[src/rtl/uart_arb_pkg.sv]
// Shared types and constants for the UART register-bus arbiter.
// The UART_ARB_RR_EN build option is consumed by uart_arb_pick and uart_bus_arbiter.
package uart_arb_pkg;

    localparam int NUM_PORTS  = 2;
    localparam int DEF_ADDR_W = 4;
    localparam int DEF_DATA_W = 8;

    typedef enum logic [1:0] {
        ST_IDLE,
        ST_SETUP,
        ST_STROBE,
        ST_HOLD
    } state_t;

    function automatic logic [NUM_PORTS-1:0] portOneHot(input logic port);
        portOneHot = port ? 2'b10 : 2'b01;
    endfunction

endpackage

[src/rtl/uart_arb_pick.sv]
// Combinational winner selection between the two requesters.
// UART_ARB_RR_EN defined: round-robin on ties; undefined: port 0 has fixed priority.
module uart_arb_pick
    import uart_arb_pkg::*;
(
    input  logic [NUM_PORTS-1:0] req,
`ifdef UART_ARB_RR_EN
    input  logic                 lastGrant,
`endif
    output logic                 grantPort,
    output logic                 grantValid
);

    always_comb begin
        grantValid = |req;
`ifdef UART_ARB_RR_EN
        if (&req)
            grantPort = ~lastGrant;
        else
            grantPort = req[1];
`else
        grantPort = ~req[0];
`endif
    end

endmodule

[src/rtl/uart_bus_arbiter.sv]
// Two-port arbiter and setup/strobe/hold cycle sequencer for the UART core register bus.
// Build option UART_ARB_RR_EN selects round-robin arbitration instead of fixed priority.
module uart_bus_arbiter
    import uart_arb_pkg::*;
#(
    parameter int STROBE_CYCLES = 2,
    parameter int ADDR_W        = DEF_ADDR_W,
    parameter int DATA_W        = DEF_DATA_W
) (
    input  logic                 clk,
    input  logic                 rst,
    input  logic [NUM_PORTS-1:0] p_Req_i,
    input  logic [NUM_PORTS-1:0] p_We_i,
    input  logic [ADDR_W-1:0]    Addr0_i,
    input  logic [ADDR_W-1:0]    Addr1_i,
    input  logic [DATA_W-1:0]    WData0_i,
    input  logic [DATA_W-1:0]    WData1_i,
    output logic [NUM_PORTS-1:0] p_Ack_o,
    output logic [DATA_W-1:0]    RData_o,
    output logic                 p_Busy_o,
    output logic [ADDR_W-1:0]    AddrBus_o,
    output logic                 n_ChipSelect_o,
    output logic                 n_rd_o,
    output logic                 n_we_o,
    output logic [DATA_W-1:0]    DataBus_o,
    input  logic [DATA_W-1:0]    DataBus_i
);

    localparam logic [3:0] STROBE_LOAD = 4'(STROBE_CYCLES - 1);

    state_t               state, nextState;
    logic [3:0]           strobeCnt;
    logic                 curPort, curWe;
    logic                 pickPort, pickValid, grantNow;
    logic                 nCsNext, nRdNext, nWeNext, busyNext;
    logic [NUM_PORTS-1:0] ackNext;
    logic [ADDR_W-1:0]    addrNext;
    logic [DATA_W-1:0]    dataNext, rDataNext;

`ifdef UART_ARB_RR_EN
    logic lastGrant;

    always_ff @(posedge clk or negedge rst) begin
        if (!rst)
            lastGrant <= 1'b1;
        else if (grantNow)
            lastGrant <= pickPort;
    end

    uart_arb_pick uPick (
        .req        (p_Req_i),
        .lastGrant  (lastGrant),
        .grantPort  (pickPort),
        .grantValid (pickValid)
    );
`else
    uart_arb_pick uPick (
        .req        (p_Req_i),
        .grantPort  (pickPort),
        .grantValid (pickValid)
    );
`endif

    assign grantNow = (state == ST_IDLE) && pickValid;

    // Outputs are registered from next-state values so the pins line up with the state.
    always_ff @(posedge clk or negedge rst) begin
        if (!rst) begin
            state          <= ST_IDLE;
            strobeCnt      <= 4'd0;
            curPort        <= 1'b0;
            curWe          <= 1'b0;
            n_ChipSelect_o <= 1'b1;
            n_rd_o         <= 1'b1;
            n_we_o         <= 1'b1;
            p_Busy_o       <= 1'b0;
            p_Ack_o        <= '0;
            AddrBus_o      <= '0;
            DataBus_o      <= '0;
            RData_o        <= '0;
        end else begin
            state <= nextState;
            if (state == ST_SETUP)
                strobeCnt <= STROBE_LOAD;
            else if (state == ST_STROBE && strobeCnt != 4'd0)
                strobeCnt <= strobeCnt - 4'd1;
            if (grantNow) begin
                curPort <= pickPort;
                curWe   <= p_We_i[pickPort];
            end
            n_ChipSelect_o <= nCsNext;
            n_rd_o         <= nRdNext;
            n_we_o         <= nWeNext;
            p_Busy_o       <= busyNext;
            p_Ack_o        <= ackNext;
            AddrBus_o      <= addrNext;
            DataBus_o      <= dataNext;
            RData_o        <= rDataNext;
        end
    end

    always_comb begin
        nextState = state;
        case (state)
            ST_IDLE:   if (pickValid) nextState = ST_SETUP;
            ST_SETUP:  nextState = ST_STROBE;
            ST_STROBE: if (strobeCnt == 4'd0) nextState = ST_HOLD;
            ST_HOLD:   nextState = ST_IDLE;
            default:   nextState = ST_IDLE;
        endcase
    end

    always_comb begin
        nCsNext   = (nextState == ST_IDLE);
        nRdNext   = !((nextState == ST_STROBE) && !curWe);
        nWeNext   = !((nextState == ST_STROBE) && curWe);
        busyNext  = (nextState != ST_IDLE);
        ackNext   = (nextState == ST_HOLD) ? portOneHot(curPort) : '0;
        addrNext  = AddrBus_o;
        dataNext  = DataBus_o;
        rDataNext = RData_o;
        if (grantNow) begin
            addrNext = pickPort ? Addr1_i : Addr0_i;
            dataNext = pickPort ? WData1_i : WData0_i;
        end
        // Read data is taken on the edge that leaves STROBE.
        if (state == ST_STROBE && nextState == ST_HOLD && !curWe)
            rDataNext = DataBus_i;
    end

endmodule

[config.mk]
export PLATFORM = sky130hd
export DESIGN_NAME = uart_bus_arbiter
export DESIGN_NICKNAME = d
export VERILOG_FILES = /design/src/rtl/uart_arb_pkg.sv /design/src/rtl/uart_arb_pick.sv /design/src/rtl/uart_bus_arbiter.sv
export SDC_FILE = /design/constraint.sdc
export NUM_CORES = 1
export LEC_CHECK = 0
export CORE_AREA = 2 2 65 67
export DETAILED_ROUTE_END_ITERATION = 16
export DIE_AREA = 0 0 67 69
export GPL_ROUTABILITY_DRIVEN = 0
export PLACE_DENSITY = 0.84
export SYNTH_ARGS = -nofsm -noshare
export SYNTH_HDL_FRONTEND = slang
export SYNTH_HIERARCHICAL = 1
export SYNTH_SLANG_ARGS = --single-unit
export TNS_END_PERCENT = 1
[constraint.sdc]
create_clock -name clk -period 2.4 [get_ports clk]
set_input_delay 0.36 -clock clk [delete_from_list [all_inputs] [get_ports clk]]
set_output_delay 0.36 -clock clk [all_outputs]
set_load 0.02 [all_outputs]
==> metrics.csv <==
stage;metric;value;unit
grt;grt_pass1_wl;5540;um
detailed_routing;final_antenna_net_count;0;
logic_synthesis;synth_warnings;6;
critical_path;required;2.57;ns
grt;overflow;0;
clocking;cts_setup_buffers;0;
timing;timing.fmax;497;MHz
grt;first_global_vias;1283;
critical_path;worst-path-max-fanout;8;
detailed_routing;viasPerCell;4.83;
floorplanning;start_util;0.390;
critical_path;r2r-start;state[0]$_DFF_PN0_;
placement;dp.cells;239;
power;leakagePower;0.998;nW
placement;dp_hpwl;2370;um
power;peakVddDrop;0.606;mV
timing;tightest_slew;0.698;ns
power;pwr-share-comb;0.514;
clocking;cts-root-buf;clkbuf_8;
timing;skew;0.00674;ns
floorplanning;io_pins;64;
power;pwr-share-seq;0.342;
detailed_routing;detail_route.iter0.violations;56;
grt;grt_max_degree;35;
clocking;cts_tree;done;
detailed_routing;drc;0;
detailed_routing;wl_per_cell;12.3;um
critical_path;reg2reg_depth;5;
grt;grt_antenna_before_repair;0;
floorplanning;coreArea;0.00391;mm2
timing;rsz0062_at_grt;no;
clocking;clk_pin_slew_worst_paths;0.06;ns
timing;setup_viol;0;
logic_synthesis;avgSynthCellArea;11.8;um2
timing;setup_tns;0;ns
power;pwr-share-clk;0.143;
critical_path;cp-start-kind;register;
clocking;cts_max_path_buffers;2;
grt;grt_usage;0.159;
run;drv_cap;0;
clocking;h-tree-depth;2;
clocking;clk_latency;0.29;ns
logic_synthesis;synth_nets;173;
timing;slew_headroom;0.534;
floorplanning;die-width;67;um
critical_path;cp.arrival;2.18;ns
detailed_routing;num_vias;1194;
clocking;cts-buffers-inserted;5;
finish;final_util;0.592;
timing;fin_crit;2.01;ns
finish;fin_nets;240;
floorplanning;std_cell_rows;23;
min_path;hold_class;in2async;
finish;area_growth;51.8;%
logic_synthesis;netlist_instances;129;
timing;slew_violations;0;
logic_synthesis;netlist-cell-type-count;26;
logic_synthesis;syn_area;0.00153;mm2
placement;portBuffers;63;
clocking;cts_resized;0;
floorplanning;die_h;69;um
critical_path;startpoint;state[0]$_DFF_PN0_;
clocking;cts_num_sinks;34;
power;p_sw;1.08;mW
logic_synthesis;ys_seq_area_frac;0.560;
logic_synthesis;ys_seq_elements;34;
floorplanning;die_area;0.00462;mm2
power;power.density;1270;mW/mm2
finish;diodes;0;
power;internal_power;1.86;mW
clocking;holdBufCountCts;0;
power;swShare;0.367;
power;finalPower;2.94;mW
timing;fin_crit_sh;0.838;
critical_path;worst-setup-path-type;reg2reg;
finish;final-instance-count-excl-fill;247;
detailed_routing;finalWirelength;3040;um
finish;drive_gt1_frac;0.137;
critical_path;end_kind;register;
timing;final_hold_viol_count;0;
detailed_routing;dr.pass1.iters;3;
outcome;status;complete, no violations;
cell usage after synthesis:
| master | count | share of area |
|---|---|---|
| nand3b_1 | 3 | 0.015 |
| inv_1 | 7 | 0.017 |
| nand2b_1 | 1 | 0.0041 |
| nor2b_1 | 1 | 0.0041 |
| mux2_2 | 10 | 0.074 |
| or4b_2 | 1 | 0.0066 |
| mux2i_1 | 14 | 0.092 |
| a21o_2 | 1 | 0.0057 |
| a211oi_1 | 1 | 0.0049 |
| a31o_2 | 1 | 0.0057 |
| ha_1 | 6 | 0.049 |
| or4b_4 | 1 | 0.0090 |
| a21oi_1 | 14 | 0.046 |
| or2_2 | 1 | 0.0041 |
| and2_1 | 1 | 0.0041 |
| nand3_1 | 1 | 0.0033 |
| a21oi_4 | 1 | 0.011 |
| o31ai_1 | 1 | 0.0049 |
| dfstp_2 | 3 | 0.052 |
| clkbuf_1 | 4 | 0.0098 |
| nor2_1 | 20 | 0.049 |
| or2_1 | 1 | 0.0041 |
| buf_2 | 1 | 0.0033 |
| and3_1 | 1 | 0.0041 |
| dfrtp_1 | 31 | 0.51 |
| nor3b_1 | 2 | 0.0098 |
per-stage QoR:
stage                     setup slack [ns]  area, um2  hold slack [ns]
after floorplan                      0.506       1530           0.0644
after global placement               0.427       2230            0.451
after detailed placement             0.364       2230            0.476
after CTS                            0.348       2320            0.486
after global routing                 0.259       2320            0.493
final                                0.389       2320            0.477
layout make-up:
cell class | instances | area [um2]
fillers | 375 | 1600
flip-flops and latches | 34 | 855
repair buffers | 65 | 658
multi-input cells | 83 | 626
clock buffers | 8 | 90.1
well taps | 50 | 62.6
inverters | 7 | 26.3
placed cells by master (no fill, tap or decap), drive strengths merged:
| master | count |
|---|---|
| clkdlybuf4s50 | 63 |
| dfrtp | 31 |
| nor2 | 20 |
| a21oi | 15 |
| mux2i | 14 |
| mux2 | 10 |
| clkbuf | 8 |
| inv | 7 |
| ha | 6 |
| nand3b | 3 |
| dfstp | 3 |
| nor3b | 2 |
| or4b | 2 |
| or2 | 2 |
| buf | 2 |
| a21o | 1 |
| nand2b | 1 |
| nand3 | 1 |
| and3 | 1 |
| and2 | 1 |
| nor2b | 1 |
| a211oi | 1 |
| a31o | 1 |
| o31ai | 1 |
power by group through the flow:
stage / Combinational (mW) / Clock [mW] / Sequential, mW
2_1_floorplan: 0.627 / 0 / 1.26
3_3_place_gp: 1.50 / 0 / 1.01
3_5_place_dp: 1.53 / 0 / 1.03
4_1_cts: 1.54 / 0.439 / 1.02
5_1_grt: 1.67 / 0.468 / 1.05
6_report: 1.51 / 0.422 / 1.01
state kept, by name (all words and copies together), names as in the netlist:
signal          flops
p_Busy_o            1
state               2
strobeCnt           4
DataBus_o           8
n_we_o              1
n_rd_o              1
curPort             1
curWe               1
AddrBus_o           4
RData_o             8
n_ChipSelect_o      1
p_Ack_o             2
worst paths after layout:
kind | end | slack (ns)
setup reg to reg | RData_o[1]$_DFFE_PN0P_ | 0.39
min in group clk | p_Ack_o[0]$_DFF_PN0_ | 0.48
hold / removal | RData_o[0]$_DFFE_PN0P_ | 0.48
hold reg to reg | p_Ack_o[0]$_DFF_PN0_ | 0.48
max in group asynchronous | n_ChipSelect_o$_DFF_PN1_ | 1.58
setup / recovery | RData_o[1]$_DFFE_PN0P_ | 0.39
critical path, stage by stage (launching register included):
cell and delay (ns):
dfrtp_1 0.37, inv_1 0.08, ha_1 0.23, or4b_4 0.56, a21oi_4 0.28, mux2_2 0.37
per-layer routing:
metal	share of wire	up-vias	GRT usage
met2	0.53	46	0.268
met3	0.088	8	0.0522
met5	0	-	0
met1	0.36	567	0.170
met4	0.028	0	0.0884
li1	-	573	-
cell families (layout without fill, tap and decap cells):
group / count (synthesis) / in the layout / synth area share
flops: 34 / 34 / 0.560
simple gates: 34 / 34 / 0.117
mux: 24 / 24 / 0.166
compound gates: 19 / 19 / 0.0779
buf+inv: 12 / 80 / 0.0303
fa+ha+maj: 6 / 6 / 0.0492
(Power assumes the default switching activity.)
